`src/rtl/dmem_mmio_bridge_pkg.sv`:
```
// Shared constants for the data-memory / MMIO bridge:
// MMIO page offsets, STATUS bit positions and the default page base.
package dmem_mmio_bridge_pkg;

    localparam logic [31:0] MMIO_BASE_DEF = 32'hFFFF_F000;

    localparam logic [11:0] OFF_LED       = 12'h000;
    localparam logic [11:0] OFF_SWITCH    = 12'h001;
    localparam logic [11:0] OFF_TIMER_CNT = 12'h002;
    localparam logic [11:0] OFF_TIMER_CMP = 12'h003;
    localparam logic [11:0] OFF_STATUS    = 12'h004;
    localparam logic [11:0] OFF_TX_DATA   = 12'h005;

    localparam int STAT_MATCH = 0;
    localparam int STAT_FULL  = 1;
    localparam int STAT_EMPTY = 2;
    localparam int STAT_OVF   = 3;

endpackage

```
`src/rtl/dmem_mmio_bridge_mmio_tx_fifo.sv`:
```
// Byte-wide TX FIFO with sticky overflow flag.
// Ports: clock/reset, push/push_data, pop_req, ovf_clr -> head/full/empty/overflow.
module mmio_tx_fifo #(
    parameter int DEPTH = 4
) (
    input  logic       clock,
    input  logic       reset,
    input  logic       push,
    input  logic [7:0] push_data,
    input  logic       pop_req,
    input  logic       ovf_clr,
    output logic [7:0] head,
    output logic       full,
    output logic       empty,
    output logic       overflow
);

    localparam int PW = $clog2(DEPTH);

    logic [7:0]    r_mem [DEPTH];
    logic [PW-1:0] r_wr_ptr;
    logic [PW-1:0] r_rd_ptr;
    logic [PW:0]   r_count;
    logic          r_ovf;

    logic w_pop;
    logic w_push;
    logic w_drop;

    assign empty    = (r_count == '0);
    assign full     = (r_count == (PW+1)'(DEPTH));
    assign overflow = r_ovf;
    // Head is masked when empty so a stale entry never shows on tx_data.
    assign head     = empty ? 8'd0 : r_mem[r_rd_ptr];

    assign w_pop  = pop_req & ~empty;
    // A full FIFO still accepts a push when the head leaves in the same cycle.
    assign w_push = push & (~full | w_pop);
    assign w_drop = push & full & ~w_pop;

    always_ff @(posedge clock or negedge reset) begin
        if (!reset) begin
            for (int i = 0; i < DEPTH; i++) begin
                r_mem[i] <= 8'd0;
            end
            r_wr_ptr <= '0;
            r_rd_ptr <= '0;
            r_count  <= '0;
            r_ovf    <= 1'b0;
        end else begin
            if (w_push) begin
                r_mem[r_wr_ptr] <= push_data;
                r_wr_ptr        <= r_wr_ptr + PW'(1);
            end
            if (w_pop) begin
                r_rd_ptr <= r_rd_ptr + PW'(1);
            end
            case ({w_push, w_pop})
                2'b10:   r_count <= r_count + (PW+1)'(1);
                2'b01:   r_count <= r_count - (PW+1)'(1);
                default: r_count <= r_count;
            endcase
            // Set beats a simultaneous clear.
            r_ovf <= w_drop | (r_ovf & ~ovf_clr);
        end
    end

endmodule

```
`src/rtl/dmem_mmio_bridge.sv`:
```
// Decodes processor data accesses to the data RAM or the MMIO page
// (LEDs, synced switches, timer/compare irq, TX FIFO); read data is combinational.
module dmem_mmio_bridge
    import dmem_mmio_bridge_pkg::*;
#(
    parameter int          RAM_ADDR_W = 12,
    parameter logic [31:0] MMIO_BASE  = MMIO_BASE_DEF,
    parameter int          TX_DEPTH   = 4
) (
    input  logic                  clock,
    input  logic                  reset,
    input  logic [31:0]           proc_addr,
    input  logic [31:0]           proc_wdata,
    input  logic                  proc_wren,
    output logic [31:0]           proc_rdata,
    output logic [RAM_ADDR_W-1:0] ram_addr,
    output logic [31:0]           ram_wdata,
    output logic                  ram_wren,
    input  logic [31:0]           ram_q,
    input  logic [15:0]           switches_in,
    output logic [15:0]           leds,
    output logic [7:0]            tx_data,
    output logic                  tx_valid,
    input  logic                  tx_ready,
    output logic                  irq
);

    logic [15:0] r_leds;
    logic [15:0] r_sw_meta;
    logic [15:0] r_sw_sync;
    logic [31:0] r_count;
    logic [31:0] r_cmp;
    logic        r_match;

    logic        w_ram_hit;
    logic        w_mmio_hit;
    logic [11:0] w_off;
    logic        w_sel_led;
    logic        w_sel_sw;
    logic        w_sel_cnt;
    logic        w_sel_cmp;
    logic        w_sel_stat;
    logic        w_sel_tx;
    logic        w_match_set;
    logic        w_match_clr;
    logic        w_full;
    logic        w_empty;
    logic        w_ovf;
    logic [31:0] w_status;

    assign w_ram_hit  = ((proc_addr >> RAM_ADDR_W) == 32'd0);
    assign w_mmio_hit = (proc_addr[31:12] == MMIO_BASE[31:12]);
    assign w_off      = proc_addr[11:0];

    assign w_sel_led  = w_mmio_hit & (w_off == OFF_LED);
    assign w_sel_sw   = w_mmio_hit & (w_off == OFF_SWITCH);
    assign w_sel_cnt  = w_mmio_hit & (w_off == OFF_TIMER_CNT);
    assign w_sel_cmp  = w_mmio_hit & (w_off == OFF_TIMER_CMP);
    assign w_sel_stat = w_mmio_hit & (w_off == OFF_STATUS);
    assign w_sel_tx   = w_mmio_hit & (w_off == OFF_TX_DATA);

    assign ram_addr  = proc_addr[RAM_ADDR_W-1:0];
    assign ram_wdata = proc_wdata;
    assign ram_wren  = proc_wren & w_ram_hit;

    assign leds     = r_leds;
    assign tx_valid = ~w_empty;
    assign irq      = r_match;

    // Compare against the registered count, so match lands one cycle
    // after the count shows the compare value.
    assign w_match_set = (r_count == r_cmp);
    assign w_match_clr = proc_wren & w_sel_stat & proc_wdata[STAT_MATCH];

    always_ff @(posedge clock or negedge reset) begin
        if (!reset) begin
            r_leds    <= 16'd0;
            r_sw_meta <= 16'd0;
            r_sw_sync <= 16'd0;
        end else begin
            if (proc_wren & w_sel_led) begin
                r_leds <= proc_wdata[15:0];
            end
            r_sw_meta <= switches_in;
            r_sw_sync <= r_sw_meta;
        end
    end

    always_ff @(posedge clock or negedge reset) begin
        if (!reset) begin
            r_count <= 32'd0;
            r_cmp   <= 32'hFFFF_FFFF;
            r_match <= 1'b0;
        end else begin
            r_count <= (proc_wren & w_sel_cnt) ? proc_wdata : r_count + 32'd1;
            if (proc_wren & w_sel_cmp) begin
                r_cmp <= proc_wdata;
            end
            r_match <= w_match_set | (r_match & ~w_match_clr);
        end
    end

    mmio_tx_fifo #(
        .DEPTH (TX_DEPTH)
    ) u_tx_fifo (
        .clock     (clock),
        .reset     (reset),
        .push      (proc_wren & w_sel_tx),
        .push_data (proc_wdata[7:0]),
        .pop_req   (tx_ready),
        .ovf_clr   (proc_wren & w_sel_stat & proc_wdata[STAT_OVF]),
        .head      (tx_data),
        .full      (w_full),
        .empty     (w_empty),
        .overflow  (w_ovf)
    );

    always_comb begin
        w_status             = 32'd0;
        w_status[STAT_MATCH] = r_match;
        w_status[STAT_FULL]  = w_full;
        w_status[STAT_EMPTY] = w_empty;
        w_status[STAT_OVF]   = w_ovf;
    end

    always_comb begin
        proc_rdata = 32'd0;
        unique case (1'b1)
            w_ram_hit:  proc_rdata = ram_q;
            w_sel_led:  proc_rdata = {16'd0, r_leds};
            w_sel_sw:   proc_rdata = {16'd0, r_sw_sync};
            w_sel_cnt:  proc_rdata = r_count;
            w_sel_cmp:  proc_rdata = r_cmp;
            w_sel_stat: proc_rdata = w_status;
            default:    proc_rdata = 32'd0;
        endcase
    end

endmodule

```
`config.mk`:
```
export PLATFORM = sky130hd
export DESIGN_NAME = dmem_mmio_bridge
export DESIGN_NICKNAME = d
export VERILOG_FILES = /design/src/rtl/dmem_mmio_bridge_pkg.sv /design/src/rtl/dmem_mmio_bridge_mmio_tx_fifo.sv /design/src/rtl/dmem_mmio_bridge.sv
export SDC_FILE = /design/constraint.sdc
export NUM_CORES = 1
export LEC_CHECK = 0
export ABC_CLOCK_PERIOD_IN_PS = 9100
export CAP_MARGIN = 20
export CORE_MARGIN = 5
export CORE_UTILIZATION = 50
export CTS_CLUSTER_SIZE = 25
export DETAILED_ROUTE_END_ITERATION = 6
export PLACE_DENSITY_LB_ADDON = 0.05
export RECOVER_POWER = 100
export SETUP_SLACK_MARGIN = 0.5
export SLEW_MARGIN = 40
export SYNTH_ARGS = -nofsm -noshare
export SYNTH_HDL_FRONTEND = slang
export SYNTH_HIERARCHICAL = 1
export SYNTH_SLANG_ARGS = --single-unit
```
`constraint.sdc`:
```
create_clock -name clock -period 9.1 [get_ports clock]
set_input_delay 2.275 -clock clock [delete_from_list [all_inputs] [get_ports clock]]
set_output_delay 2.275 -clock clock [all_outputs]
set_load 0.05 [all_outputs]
```
==> run_results.csv <==
group,metric,value,unit
yosys,yosysTopAreaCellShare,36.9,%
yosys,synth_warnings,6,
yosys,ys.flop_type,"dfrtp_1",
setup_path,regToRegSetupSlack,6.80,ns
sta,report.final.slew_viol_count,251,
sta,rsz0062_at_grt,"false",
power,combinationalPowerShare,13.6,%
yosys,synth_cells,713,
yosys,synth-simple-area-share,12.9,%
setup_path,cp.required,6.83,ns
drt,firstDrtPassIters,5,
power,p_leak,4.89,nW
power,p_sw,0.444,mW
cells_and_area,final_nets,1002,
cts,postCtsSetupBuffers,0,
cts,clkTransAtPathRegs,0.06,ns
setup_path,path_class,"in -> out",
sta,setup_tns,0,ns
cells_and_area,stdcell_area,10700,µm²
yosys,synth_cell_types,55,
yosys,yosysSeqAreaShare,47.1,%
grt,grt_overflow_total,0,
placement,port_buffers,218,
drt,via_count,6296,
yosys,synth_nets,836,
yosys,synth_mux_area_share,18.3,%
yosys,ys_ff_latch,153,
sta,max_slew_margin,-159,%
cts,htreeDepth,4,
drt,ant_nets,0,
setup_path,cp.arrival,5.44,ns
yosys,postSynth.asyncResetShare,100,%
floorplanning,rows,46,
setup_path,start_kind,"primary input",
floorplanning,pin_count,219,
drt,drc,0,
yosys,avgSynthCellArea,11.5,µm²
sta,skew,0.00811,ns
power,p_int,1.16,mW
cts,cts_tree,"built",
drt,viasPerCell,5.68,
power,seq_power_share,45.6,%
grt,grt_pass1_vias,6543,
sta,hold_ws,0.350,ns
outcome,outcome,"finished, violations left",
yosys,synth_fa_ha_area_share,1.16,%
grt,grt.total_usage,23.7,%
floorplanning,initial_core_util,51.3,%
cts,cts_resized,0,
sta,hold_violations,0,
yosys,yosysMostFrequentCell,"dfrtp_1",
floorplanning,chipWidth,138,µm
cts,clockRootBuffer,"clkbuf_16",
grt,grt_max_degree,81,
sta,worst_pin_slew,3.88,ns
drt,drt_iter0_drc,347,
setup_path,worstPathMaxFanout,5,
outcome,violations,"capacitance limit, slew limit",
cells_and_area,syn2layout_area_growth,31.0,%
placement,gp_congestion,0.889,
sta,fmax,130,MHz
sta,fin_crit,7.71,ns
yosys,synth_area,8210,µm²
power,p_per_area,150,nW/µm²
yosys,synth_area_leaders,"dfrtp_1 (37%), mux2_2 (12%), dfstp_2 (10%)",
sta,fin_crit_sh,84.7,%
cells_and_area,diodes,0,
floorplanning,die_area,19100,µm²
power,p_sw_share,27.6,%
power,clkPwrFrac,40.7,%
floorplanning,core-area,16000,µm²
yosys,synth_common_cells,"dfrtp_1 (121), mux2_2 (86), nor2_1 (54), xor2_1 (54), buf_4 (47)",
worst_hold_path,min_path_type,"reg -> reg",
yosys,synth_edf_count,0,
cts,numCtsBuffers,17,
cts,clkSinkCount,153,
yosys,synth_compound_area_share,7.23,%
drt,drt-total-wl,22500,µm
placement,place_area,10200,µm²
yosys,synth_xor_area_share,6.94,%
cells_and_area,drive_above_1_share,21.9,%
grt,grt_pass1_wl,36200,µm
cts,clk_path_buf_depth,2,
floorplanning,fp.dieH,138,µm
placement,hpwl,16600,µm
sta,final-setup-viol-count,0,
cts,clock_latency,0.42,ns
run,maxCapViolCount,4,
power,peakVddDrop,0.000127,V
drt,routedWlPerCell,20.3,µm
yosys,synth_top_family_by_area,"multiplexers",
cts,cts_hold_buf,0,
grt,antenna_found_initial,0,
yosys,synth_top_area_cell,"dfrtp_1",
setup_path,critPathCaptureType,"output port",
[path summary, 6_finish.rpt]
path	from	endpoint	cells past startpoint
worst min-delay path	r_sw_meta[12]$_DFF_PN0_	r_sw_sync[12]$_DFF_PN0_	0
worst min register to register	r_sw_meta[12]$_DFF_PN0_	r_sw_sync[12]$_DFF_PN0_	0
worst max-delay path	proc_addr[12]	proc_rdata[3]	7
max in group asynchronous	reset	u_tx_fifo/r_mem[11]$_DFFE_PN0P_	2
worst max register to register	r_count[0]$_DFF_PN0_	r_count[20]$_DFF_PN0_	6
min in group asynchronous	reset	r_count[21]$_DFF_PN0_	1
[cell families (layout without fill, tap and decap cells)]
group                    Yosys count  count (layout)
AND/OR/NAND/NOR                  189             189
flip-flops                       153             153
multiplexers                     123             123
AO/OA/AOI/OAI                     88              88
buffers and inverters             88             267
XOR/XNOR                          65              65
adder cells (fa/ha/maj)            7               7
[per-stage QoR]
step | util, % | setup WS, ns | total power [mW] | instances
final | 67.2 | 1.39 | 1.61 | 1108
after detailed placement | 64.0 | 1.54 | 0.973 | 1076
after global placement | 63.9 | 1.58 | 0.969 | 1076
after CTS | 67.4 | 1.52 | 1.63 | 1108
after floorplan | - | 2.32 | 0.868 | 713
after global routing | 67.2 | 1.20 | 1.67 | 1108
[critical path: stages]
cell	delay, ns
dlygate4sd3_1	0.57
nor3b_1	0.49
nand3_1	0.26
or3_1	0.45
nor3_2	0.32
a21o_1	0.17
dlygate4sd3_1	0.90
[per-layer routing]
layer / up-vias / global-route usage [%] / wire length [µm]
met1: 3176 / 33.2 / 10400
met3: 23 / 5.66 / 1340
li1: 2859 / - / -
met4: 0 / 5.41 / 243
met5: - / 0 / 0
met2: 238 / 37.6 / 10500
[cell type report]
cell class | count | area (µm²)
fillers | 1254 | 5260
flip-flops and latches | 153 | 3870
multi-input cells | 472 | 3800
repair buffers | 225 | 2210
clock buffers | 18 | 439
well taps | 216 | 270
clock inverters | 14 | 116
inverters | 10 | 37.5
[power groups by stage]
stage / Sequential, mW / Combinational, mW / Clock [mW]
final: 0.734 / 0.219 / 0.654
after global routing: 0.738 / 0.235 / 0.699
after CTS: 0.733 / 0.229 / 0.667
after detailed placement: 0.745 / 0.228 / 0
after global placement: 0.744 / 0.225 / 0
after floorplan: 0.722 / 0.147 / 0
[sequential cells by signal, indices dropped and copies added (netlist names)]
name                cells
irq                     1
leds                   16
r_cmp                  32
r_count                32
r_sw_meta              16
r_sw_sync              16
u_tx_fifo/overflow      1
u_tx_fifo/r_count       3
u_tx_fifo/r_mem        32
u_tx_fifo/r_rd_ptr      2
u_tx_fifo/r_wr_ptr      2
[cells in the final DEF (no fill, tap or decap), types with 4 or more instances in the layout]
master / netlist / layout
nand4_1: 12 / 12
dlygate4sd3_1: 0 / 121
dfstp_2: 32 / 32
nor4_1: 15 / 15
xnor2_1: 11 / 11
clkbuf_16: 0 / 17
mux2i_1: 17 / 17
buf_4: 47 / 4
o21ai_0: 19 / 19
a22oi_1: 12 / 12
clkinv_4: 0 / 7
mux2_1: 8 / 11
ha_1: 6 / 6
nand4b_1: 3 / 4
a221o_2: 9 / 9
nand2_1: 36 / 36
nand3_1: 19 / 19
a21oi_1: 29 / 29
inv_1: 10 / 10
a21o_1: 4 / 4
and4_1: 6 / 6
mux4_2: 12 / 12
clkdlybuf4s50_1: 0 / 95
mux2_2: 86 / 83
nor2_1: 54 / 56
and2_1: 5 / 5
a22o_1: 4 / 4
and2_2: 8 / 8
dfrtp_1: 121 / 121
xor2_1: 54 / 54
Power figures use the tool's default switching activity.
